**config.mk**
```make
export PLATFORM = sky130hd
export DESIGN_NAME = fill_shift_seq
export DESIGN_NICKNAME = d
export VERILOG_FILES = /design/src/rtl/fill_shift_seq.sv
export SDC_FILE = /design/constraint.sdc
export NUM_CORES = 1
export LEC_CHECK = 0
export ABC_AREA = 1
export CAP_MARGIN = 25
export CORE_ASPECT_RATIO = 0.9
export CORE_MARGIN = 4
export CORE_UTILIZATION = 52
export DETAILED_ROUTE_END_ITERATION = 12
export PLACE_DENSITY = 0.78
export SYNTH_ARGS = -nofsm -noshare
export SYNTH_HDL_FRONTEND = slang
export SYNTH_SLANG_ARGS = --single-unit
```
**constraint.sdc**
```tcl
create_clock -name clk -period 2.47 [get_ports clk]
set_clock_uncertainty 0.15 [all_clocks]
set_input_delay 0.247 -clock clk [delete_from_list [all_inputs] [get_ports clk]]
set_output_delay 0.247 -clock clk [all_outputs]
set_load 0.02 [all_outputs]
```
**src/rtl/fill_shift_seq.sv**
```systemverilog
// Iterative handshaked left-shifter for fill literals ('0/'1/'x), producing a data + X-mask pair.
// Optional macro FILL_SHIFT_RIGHT_EN adds in_dir (0=left, 1=logical right).
module fill_shift_seq #(
  parameter int WIDTH = 64,
  parameter int AMTW  = 8
) (
  input  logic             clk,
  input  logic             rst,
  input  logic             in_valid,
  output logic             in_ready,
  input  logic [1:0]       in_fill,
  input  logic [AMTW-1:0]  in_amt,
`ifdef FILL_SHIFT_RIGHT_EN
  input  logic             in_dir,
`endif
  output logic             out_valid,
  input  logic             out_ready,
  output logic [WIDTH-1:0] out_data,
  output logic [WIDTH-1:0] out_xmask
);

  localparam int LOGW = $clog2(WIDTH);
  localparam int KW   = (LOGW > 1) ? $clog2(LOGW) : 1;

  typedef enum logic [1:0] {IDLE, RUN, HOLD} state_t;

  state_t           state_q, state_d;
  logic [KW-1:0]    k_q;
  logic [LOGW-1:0]  amt_q;
  logic [WIDTH-1:0] data_q, xmask_q;
  logic [WIDTH-1:0] data_sh, xmask_sh;
  logic             accept, last_iter, oversize;
`ifdef FILL_SHIFT_RIGHT_EN
  logic             dir_q;
`endif

  assign accept    = in_valid && in_ready;
  assign last_iter = (k_q == KW'(LOGW - 1));
  // Any amount bit at or above LOGW pushes every bit out of the word.
  assign oversize  = (in_amt >> LOGW) != '0;

  // NOTE: sequential state is updated with non-blocking assignments so every
  // register samples the pre-edge value of every other register.
  always_ff @(posedge clk) begin
    if (rst) state_q <= IDLE;
    else     state_q <= state_d;
  end

  // NOTE: every variable assigned in always_comb gets a default first, so no
  // path leaves it unassigned and no latch is inferred.
  always_comb begin
    state_d = state_q;
    case (state_q)
      IDLE:    if (accept)    state_d = RUN;
      RUN:     if (last_iter) state_d = HOLD;
      HOLD:    if (out_ready) state_d = IDLE;
      default:                state_d = IDLE;
    endcase
  end

  always_comb begin
    in_ready  = (state_q == IDLE) && !rst;
    out_valid = (state_q == HOLD);
  end

  // One shift stage per cycle: stage k moves by 2**k when amount bit k is set.
  always_comb begin
    data_sh  = data_q;
    xmask_sh = xmask_q;
    for (int i = 0; i < LOGW; i++) begin
      if (k_q == KW'(i) && amt_q[i]) begin
`ifdef FILL_SHIFT_RIGHT_EN
        if (dir_q) begin
          data_sh  = data_q  >> (1 << i);
          xmask_sh = xmask_q >> (1 << i);
        end else begin
          data_sh  = data_q  << (1 << i);
          xmask_sh = xmask_q << (1 << i);
        end
`else
        data_sh  = data_q  << (1 << i);
        xmask_sh = xmask_q << (1 << i);
`endif
      end
    end
  end

  always_ff @(posedge clk) begin
    if (rst) begin
      k_q     <= '0;
      amt_q   <= '0;
      data_q  <= '0;
      xmask_q <= '0;
`ifdef FILL_SHIFT_RIGHT_EN
      dir_q   <= 1'b0;
`endif
    end else if (accept) begin
      k_q   <= '0;
      amt_q <= in_amt[LOGW-1:0];
`ifdef FILL_SHIFT_RIGHT_EN
      dir_q <= in_dir;
`endif
      // Oversize loads the known-zero word; the RUN phase still takes LOGW cycles.
      if (oversize) begin
        data_q  <= '0;
        xmask_q <= '0;
      end else begin
        case (in_fill)
          2'b00: begin data_q <= '0; xmask_q <= '0; end
          2'b01: begin data_q <= '1; xmask_q <= '0; end
          default: begin data_q <= '0; xmask_q <= '1; end
        endcase
      end
    end else if (state_q == RUN) begin
      data_q  <= data_sh;
      xmask_q <= xmask_sh;
      k_q     <= last_iter ? '0 : k_q + KW'(1);
    end
  end

  assign out_data  = data_q;
  assign out_xmask = xmask_q;

endmodule

```
* Yosys cells after proc, flatten, opt, wreduce, memory -nomap -nowiden
Cells that the tools add are included.
Word-level totals: bits in registers 139, input port bits 14, word-level logic and storage cells 61
Operators by class: add/subtract/negate cells 1, equality and inequality tests 11, multiplexer cells 25, reductions and logical operators 19
Operators with widths (number):
- two-way mux 64 bit | 20
- logical AND 1 bit | 8
- nonzero test 8 bit | 1
- nonzero test 7 bit | 1
- == test 3 x 2 -> 1 bit (second input constant) | 2
- == test 3 bit (second input constant) | 2
- two-way mux 2 bit | 3
- case mux 2 bit (3 select lines) | 1
- == test 2 x 1 -> 1 bit (second input constant) | 2
- zero test 2 bit | 2
- != test 2 bit (second input constant) | 2
- OR reduction 2 bit | 2
- adder 3 x 1 -> 3 bit (second input constant) | 1
- == test 3 x 1 -> 1 bit (second input constant) | 1
- zero test 3 bit | 1
- two-way mux 3 bit | 1
- AND reduction 3 bit | 1
- == test 2 bit (second input constant) | 1
- != test 2 x 1 -> 1 bit (second input constant) | 1
- AND reduction 2 bit | 1
- nonzero test 2 bit | 1
- zero test 1 bit | 1

* Depth between registers and ports, before layout
Gate-level depths: netlist of run 1.
depth after elaboration 10, depth in mapped cells 14

* Worst setup path before layout of run 1
OpenSTA, ideal clock, no wires.
kind reg2reg, start point register k_q[2], end point register xmask_q[10] (netlist: out_xmask[10]), setup time 0.119 ns, arrival time 2.210 ns, data required time 2.201 ns, slack -0.009 ns, cell stages (with the launch flop) 12, buffers on the path 4, period minus slack after synthesis 2.479 ns, path through dfxtp_1 > inv_2 > clkbuf_1 > clkbuf_1 > ha_1 > nand2_1 > inv_2 > clkbuf_1 > buf_1 > a21oi_1 > nand2_1 > a21oi_1
On the way: word-level cells in the longest chain between the ends 9, elaborated cells between the ends (all ways) 21, those cells by class eq/ne (5); mux (7); reduce/logical (9)
RTL lines:
- from (decl) | line 28 | logic [KW-1:0] k_q;
- from (signal assigned) | line 117 | k_q <= last_iter ? '0 : k_q + KW'(1);
- == test 3 x 1 -> 1 bit | line 71 | if (k_q == KW'(i) && amt_q[i]) begin
- logical AND 1 bit | line 71
- two-way mux 64 bit (5 in a row) | line 71
- two-way mux 64 bit | line 114 | end else if (state_q == RUN) begin
- two-way mux 64 bit | line 97 | end else if (accept) begin
- to (signal assigned) | line 116 | xmask_q <= xmask_sh;
- to (decl) | line 30 | logic [WIDTH-1:0] data_q, xmask_q;
Parallel ways exist; a longest one is shown, timed or not. The select of a mux whose other input is x is not followed. A chain may end at the register's enable or synchronous reset.

* Final worst setup path of run 1
start point register state_q[0], end point register xmask_q[28] (netlist: out_xmask[28])
On the way: word-level cells in the longest chain between the ends 5, elaborated cells between the ends (all ways) 8, those cells by class eq/ne (1); mux (1); reduce/logical (6)
RTL lines:
- from (decl) | line 27 | state_t state_q, state_d;
- from (signal assigned) | line 46 | else state_q <= state_d;
- zero test 2 bit | line 62 | in_ready = (state_q == IDLE) && !rst;
- logical AND 1 bit | line 62
- logical AND 1 bit | line 37 | assign accept = in_valid && in_ready;
- nonzero test 7 bit (no source line) or nonzero test 2 bit (tied branches)
- AND reduction 2 bit (no source line)
Parallel ways exist; a longest one is shown, timed or not.

==> impl_metrics.ini, run 1 <==
[placed_design]
post-place-ws_ns = -0.03939
post-place-cells = 2451
io_buffers = 143
dp_hpwl_um = 27400
gp_congestion = 0.9671

[sta]
min_period_over_period = 0.9112
setup_ws_ns = 0.2193
post-route-min-period_ns = 2.251
final-hold-violation-count = 0
slew_headroom = 0.3746
tightest_slew_ns = 0.9382
setup_tns_ns = 0
slew_violations = 0
holdWs_ns = 0.2257
finalSetupViolCount = 0
rsz0062_at_grt = no
clock.fmax_mhz = 444.3

[clocking]
cts_max_level = 4
postCtsHoldBufs = 0
cts_tree = built
cts_inserted_buffers = 17
clock_path_buffers = 2
path_clk_slew_ns = 0.06
clockRootBuffer = clkbuf_16
worst_skew_pair.late_latency_ns = 0.43
clock_sinks = 139

[power_and_ir_drop]
p_seq_frac = 0.374
p_int_mw = 4.711
peakVddDrop_uv = 510.8
p_leak_nw = 6.583
p_comb_frac = 0.307
p_clk_frac = 0.319
switchingPower_mw = 2.913
p_per_area_nw_per_um2 = 550.7
p_sw_frac = 0.3821

[drt]
finalWirelength_um = 44350
antenna_left = 0
drt_pre_antenna_iters = 8
routedWlPerCell_um = 17.87
drt_iter0_drc = 2614
num_vias = 15028
avgViaCountPerCell = 6.055
drcViolationCount = 0

[synthesis]
synth_seq_area_share = 0.2400
yosys.area.top_type_share = 0.2400
ys_types = 25
synth_most_common_cell = nand2_1
ys_ff_latch = 139
synth-async-reset-ratio = 0
syn_inst = 2142
synth_edf_count = 0
synth.net_count = 2157
yosysTopAreaCell = dfxtp_1
synth.avg_cell_area_um2 = 5.413
yosys-top-cells-count = 721 x nand2_1, 333 x a21oi_1, 217 x inv_1
netlist_area_um2 = 11590
ys_top_cells_by_area = dfxtp_1 24%, nand2_1 23%, a21oi_1 14%
ys.warnings.count = 0
ys.flop_type = dfxtp_1

[min_path]
hold_path_depth = 3
hp-class = in2reg

[cells_and_area]
fillers = 2175
drive_gt1_frac = 0.04518
layout.cells.non_filler = 2482
nets = 2194
areaGrowthSynthToFinish_pct = 19.41
antenna_cells = 0

[worst_setup_path]
cp-start-kind = flip-flop
critPathArrivalTime_ns = 2.39
crit_start = state_q[0]
crit_required_ns = 2.60
path_max_fanout = 29
r2r_setup_slack_ns = 0.22
cp-end-kind = flip-flop
crit_type = reg2reg
reg2regPathDepth = 7
worstReg2RegStart = state_q[0]
crit_end = out_xmask[28]
rr_endpoint = out_xmask[28]

[floorplan]
coreArea_um2 = 21760
boundaryPins = 144
rows = 51
fp.dieArea_um2 = 24750
die_h_um = 149.7
die_w_um = 165.4
start_util = 0.5329

[grt]
grt_max_degree = 148
grt_pass1_wl_um = 70670
grt_overflow = 0
grt_pass1_vias = 13517
grt_usage = 0.3490
antenna_found_initial = 0

[run_status]
status = finished clean

[run]
cap_violations = 0
==> layer usage <==
layer  up-vias  routed length (um)  track usage  share of wire
li1       6983                   -            -              -
met1      6784               17450       0.4844           0.39
met2      1082               19540       0.5343           0.44
met3       179                5385      0.05343           0.12
met4         0                1972       0.1588          0.044
met5         -                   0            0              0
==> repair_timing <==
item | in CTS | in global routing
setup endpoints to repair | 0 | 13
buffers inserted | 0 | 0
gates resized for setup | 0 | 1
==> power groups by stage <==
stage | clock (mW) | sequential, mW | combinational (mW)
global route | 2.54 | 2.87 | 2.58
global placement | 0 | 2.87 | 2.26
floorplan | 0 | 2.99 | 1.23
CTS | 2.42 | 2.83 | 2.31
finish | 2.43 | 2.85 | 2.34
detailed placement | 0 | 2.87 | 2.29
==> sequential cells by signal (all words and copies together) (netlist names) <==
register,cells
k_q,3
amt_q,6
state_q,2
out_data,64
out_xmask,64
==> worst min path at each step <==
stage | from | to | slack (ns)
6_report | in_amt[3] | amt_q[3] | 0.23
5_1_grt | in_amt[3] | amt_q[3] | 0.23
4_1_cts | in_amt[3] | amt_q[3] | 0.22
3_5_place_dp | amt_q[4] | amt_q[4] | 0.32
3_3_place_gp | amt_q[4] | amt_q[4] | 0.32
2_1_floorplan | in_amt[2] | amt_q[2] | 0.21
==> through the flow <==
step | area, um2 | utilization | power (mW)
4_1_cts | 13840 | 0.6361 | 7.553
3_3_place_gp | 13310 | 0.6116 | 5.134
6_report | 13850 | 0.6363 | 7.624
5_1_grt | 13850 | 0.6363 | 7.982
3_5_place_dp | 13310 | 0.6116 | 5.164
2_1_floorplan | 11600 | - | 4.219
==> critical path, cell delays in order (launching register included) <==
cell and delay, ns:
dfxtp_1 0.37, inv_1 0.07, nor2_1 0.26, inv_1 0.14, nand2_1 0.25, nand3_2 0.21, inv_2 0.47, a21oi_1 0.16
==> cells by family after synthesis <==
logic type	share of synthesized area
adder cells (fa/ha/maj)	0.001079
buffers and inverters	0.1401
AO/OA/AOI/OAI	0.2362
AND/OR/NAND/NOR	0.3826
flip-flops	0.2400
==> layout by cell type (no fill, tap or decap), drive strengths merged, types with 24 or more instances in the layout <==
cell	instances
clkdlybuf4s50	143
a21oi	333
nor2	167
clkbuf	24
nand2	724
nand4	100
buf	54
o21ai	132
o21bai	37
inv	219
nand3	85
dfxtp	139
==> cell type report <==
cell class / instances / area [um2] / share of cell area
Inverter: 223 / 842.1 / 0.06082
Tap cell: 291 / 364.1 / 0.02630
Clock buffer: 24 / 491.7 / 0.03551
Timing Repair Buffer: 197 / 2103 / 0.1519
Multi-Input combinational cell: 1601 / 7216 / 0.5211
Sequential cell: 139 / 2786 / 0.2012
Clock inverter: 7 / 42.54 / 0.003072
Note: power is estimated with default switching activity, not from simulation.
==> run 2, diff against run 1 <==
--- a/config.mk
+++ b/config.mk
@@ -6,7 +6,6 @@
 export NUM_CORES = 1
 export LEC_CHECK = 0
 export ABC_AREA = 1
-export CAP_MARGIN = 25
 export CORE_ASPECT_RATIO = 0.9
 export CORE_MARGIN = 4
 export CORE_UTILIZATION = 52
==> constraint.sdc (replaced) <==
create_clock -name clk -period 2 [get_ports clk]
set_clock_uncertainty 0.15 [all_clocks]
set_input_delay 0.2 -clock clk [delete_from_list [all_inputs] [get_ports clk]]
set_output_delay 0.2 -clock clk [all_outputs]
set_load 0.005 [all_outputs]
==> run 2 against run 1 <==
Effect of this change: hold slack lost 0.077 ns; final cell count rose by 1.3%; via count is 1.1% higher; critical path depth grew 1; largest power group unchanged; largest cell class unchanged.
==> impl_metrics.ini, run 2 (synthesis results as in run 1) <==
[sta]
tightest_slew_ns = 0.7075
finalSetupViolCount = 0
final-hold-violation-count = 0
post-route-min-period_ns = 1.955
slew_violations = 0
rsz0062_at_grt = yes
clock.fmax_mhz = 511.5
setup_tns_ns = 0
slew_headroom = 0.5283
min_period_over_period = 0.9775

[drt]
avgViaCountPerCell = 6.039
top_layer = met4
met2_length_um = 20560
routedWlPerCell_um = 18.19
drt_iter0_drc = 2211
finalWirelength_um = 45740
wl_met1_um = 17610
wl_met3_um = 5354
drt_pre_antenna_iters = 6
antenna_left = 0
drcViolationCount = 0
num_vias = 15188

[worst_setup_path]
crit_type = reg2reg
critPathArrivalTime_ns = 2.17
cp-start-kind = flip-flop
cp-end-kind = flip-flop
path_max_fanout = 49
crit_required_ns = 2.22

[floorplan]
rows = 51
start_util = 0.5329
coreArea_um2 = 21760
die_h_um = 149.7
boundaryPins = 144
fp.dieArea_um2 = 24750
die_w_um = 165.4

[cells_and_area]
antenna_cells = 0
multi_input_area_um2 = 7241
final_common_cell = nand2_1
areaGrowthSynthToFinish_pct = 24.73
drive_gt1_frac = 0.06385
mostFrequentLayoutCells = 716 x nand2_1, 333 x a21oi_1, 215 x inv_1
nets = 2226
register_area_um2 = 2793
layout.cells.non_filler = 2515
fillers = 2039

[grt]
grt_overflow = 0
grt_usage = 0.3551
grt_pass1_vias = 13682
antenna_found_initial = 0
grt_max_degree = 127
grt_pass1_wl_um = 71640

[clocking]
clockRootBuffer = clkbuf_16
cts_inserted_buffers = 17
cts_max_level = 4
path_clk_slew_ns = 0.07
clock_path_buffers = 2
clock_sinks = 139
cts_tree = built
postCtsHoldBufs = 0
worst_skew_pair.late_latency_ns = 0.44
post_cts_buffers = 0

[run]
cap_violations = 0

[run_status]
status = finished clean

[power_and_ir_drop]
p_per_area_nw_per_um2 = 664.9
peakVddDrop_uv = 547.9
p_leak_nw = 6.886

[placed_design]
post-place-cells = 2480
dp_hpwl_um = 29030
gp_congestion = 0.9870
io_buffers = 143

[min_path]
hp-class = in2reg
==> run 2: changes by cell type in the layout (fill, tap and decap cells not counted), sizes merged <==
| cell | delta |
|---|---|
| buf | +29 |
| clkbuf | -1 |
| bufinv | +3 |
| clkinvlp | -2 |
| clkinv | +3 |
| inv | +1 |
==> run 2: repair_timing <==
item	CTS	global route
resized for setup	2	6
pin swaps	0	0
cloned	0	3
endpoints found under the setup margin	44	110
==> run 2: cell type report <==
| class | count | area share |
|---|---|---|
| Clock buffer | 20 | 0.03227 |
| Clock inverter | 12 | 0.01004 |
| Inverter | 223 | 0.05866 |
| Multi-Input combinational cell | 1601 | 0.5006 |
| Sequential cell | 139 | 0.1931 |
| Tap cell | 291 | 0.02518 |
| Timing Repair Buffer | 229 | 0.1801 |
==> run 2: metal layers <==
metal	vias up	GRT usage
met4	0	0.1732
met3	217	0.05811
met2	1083	0.5512
met1	6838	0.4792
li1	7050	-
met5	-	0
==> run 2: final timing paths <==
path	slack, ns	start	to	depth (start not counted)
worst max register to register	0.05	k_q[2]	out_xmask[35]	8
worst min register to register	0.32	amt_q[2]	amt_q[2]	2
worst min-delay path	0.15	in_amt[1]	amt_q[1]	3
worst max-delay path	0.05	k_q[2]	out_xmask[35]	8
==> run 2: stage by stage <==
step                      power [mW]  area [um2]    util  hold WS (ns)  setup WS, ns
after CTS                      9.523       14380  0.6607        0.1495      0.009966
after floorplan                4.925       11650       -        0.1605      0.002240
final                          9.616       14460  0.6647        0.1488       0.04501
after global routing           10.04       14460  0.6647        0.1640      -0.05484
after detailed placement       6.180       13760  0.6324        0.3176       -0.3556
after global placement         6.132       13760  0.6324        0.3078       -0.2736
==> run 2: report_power, final <==
group          leakage [nW]  internal (mW)  total (mW)  switching, mW
logic                  5.44           1.14        2.71           1.56
clock network         0.305           2.05        3.38           1.33
registers              1.14           3.04        3.53          0.487
total                  6.89           6.24        9.62           3.38
==> run 2: worst max-delay path, stage by stage, from the launching register on <==
cell	delay [ns]
dfxtp_4	0.37
inv_2	0.13
buf_4	0.53
nand4_1	0.17
nand3_1	0.12
nand2_1	0.08
nand2_1	0.08
nand2_1	0.07
a21oi_1	0.15
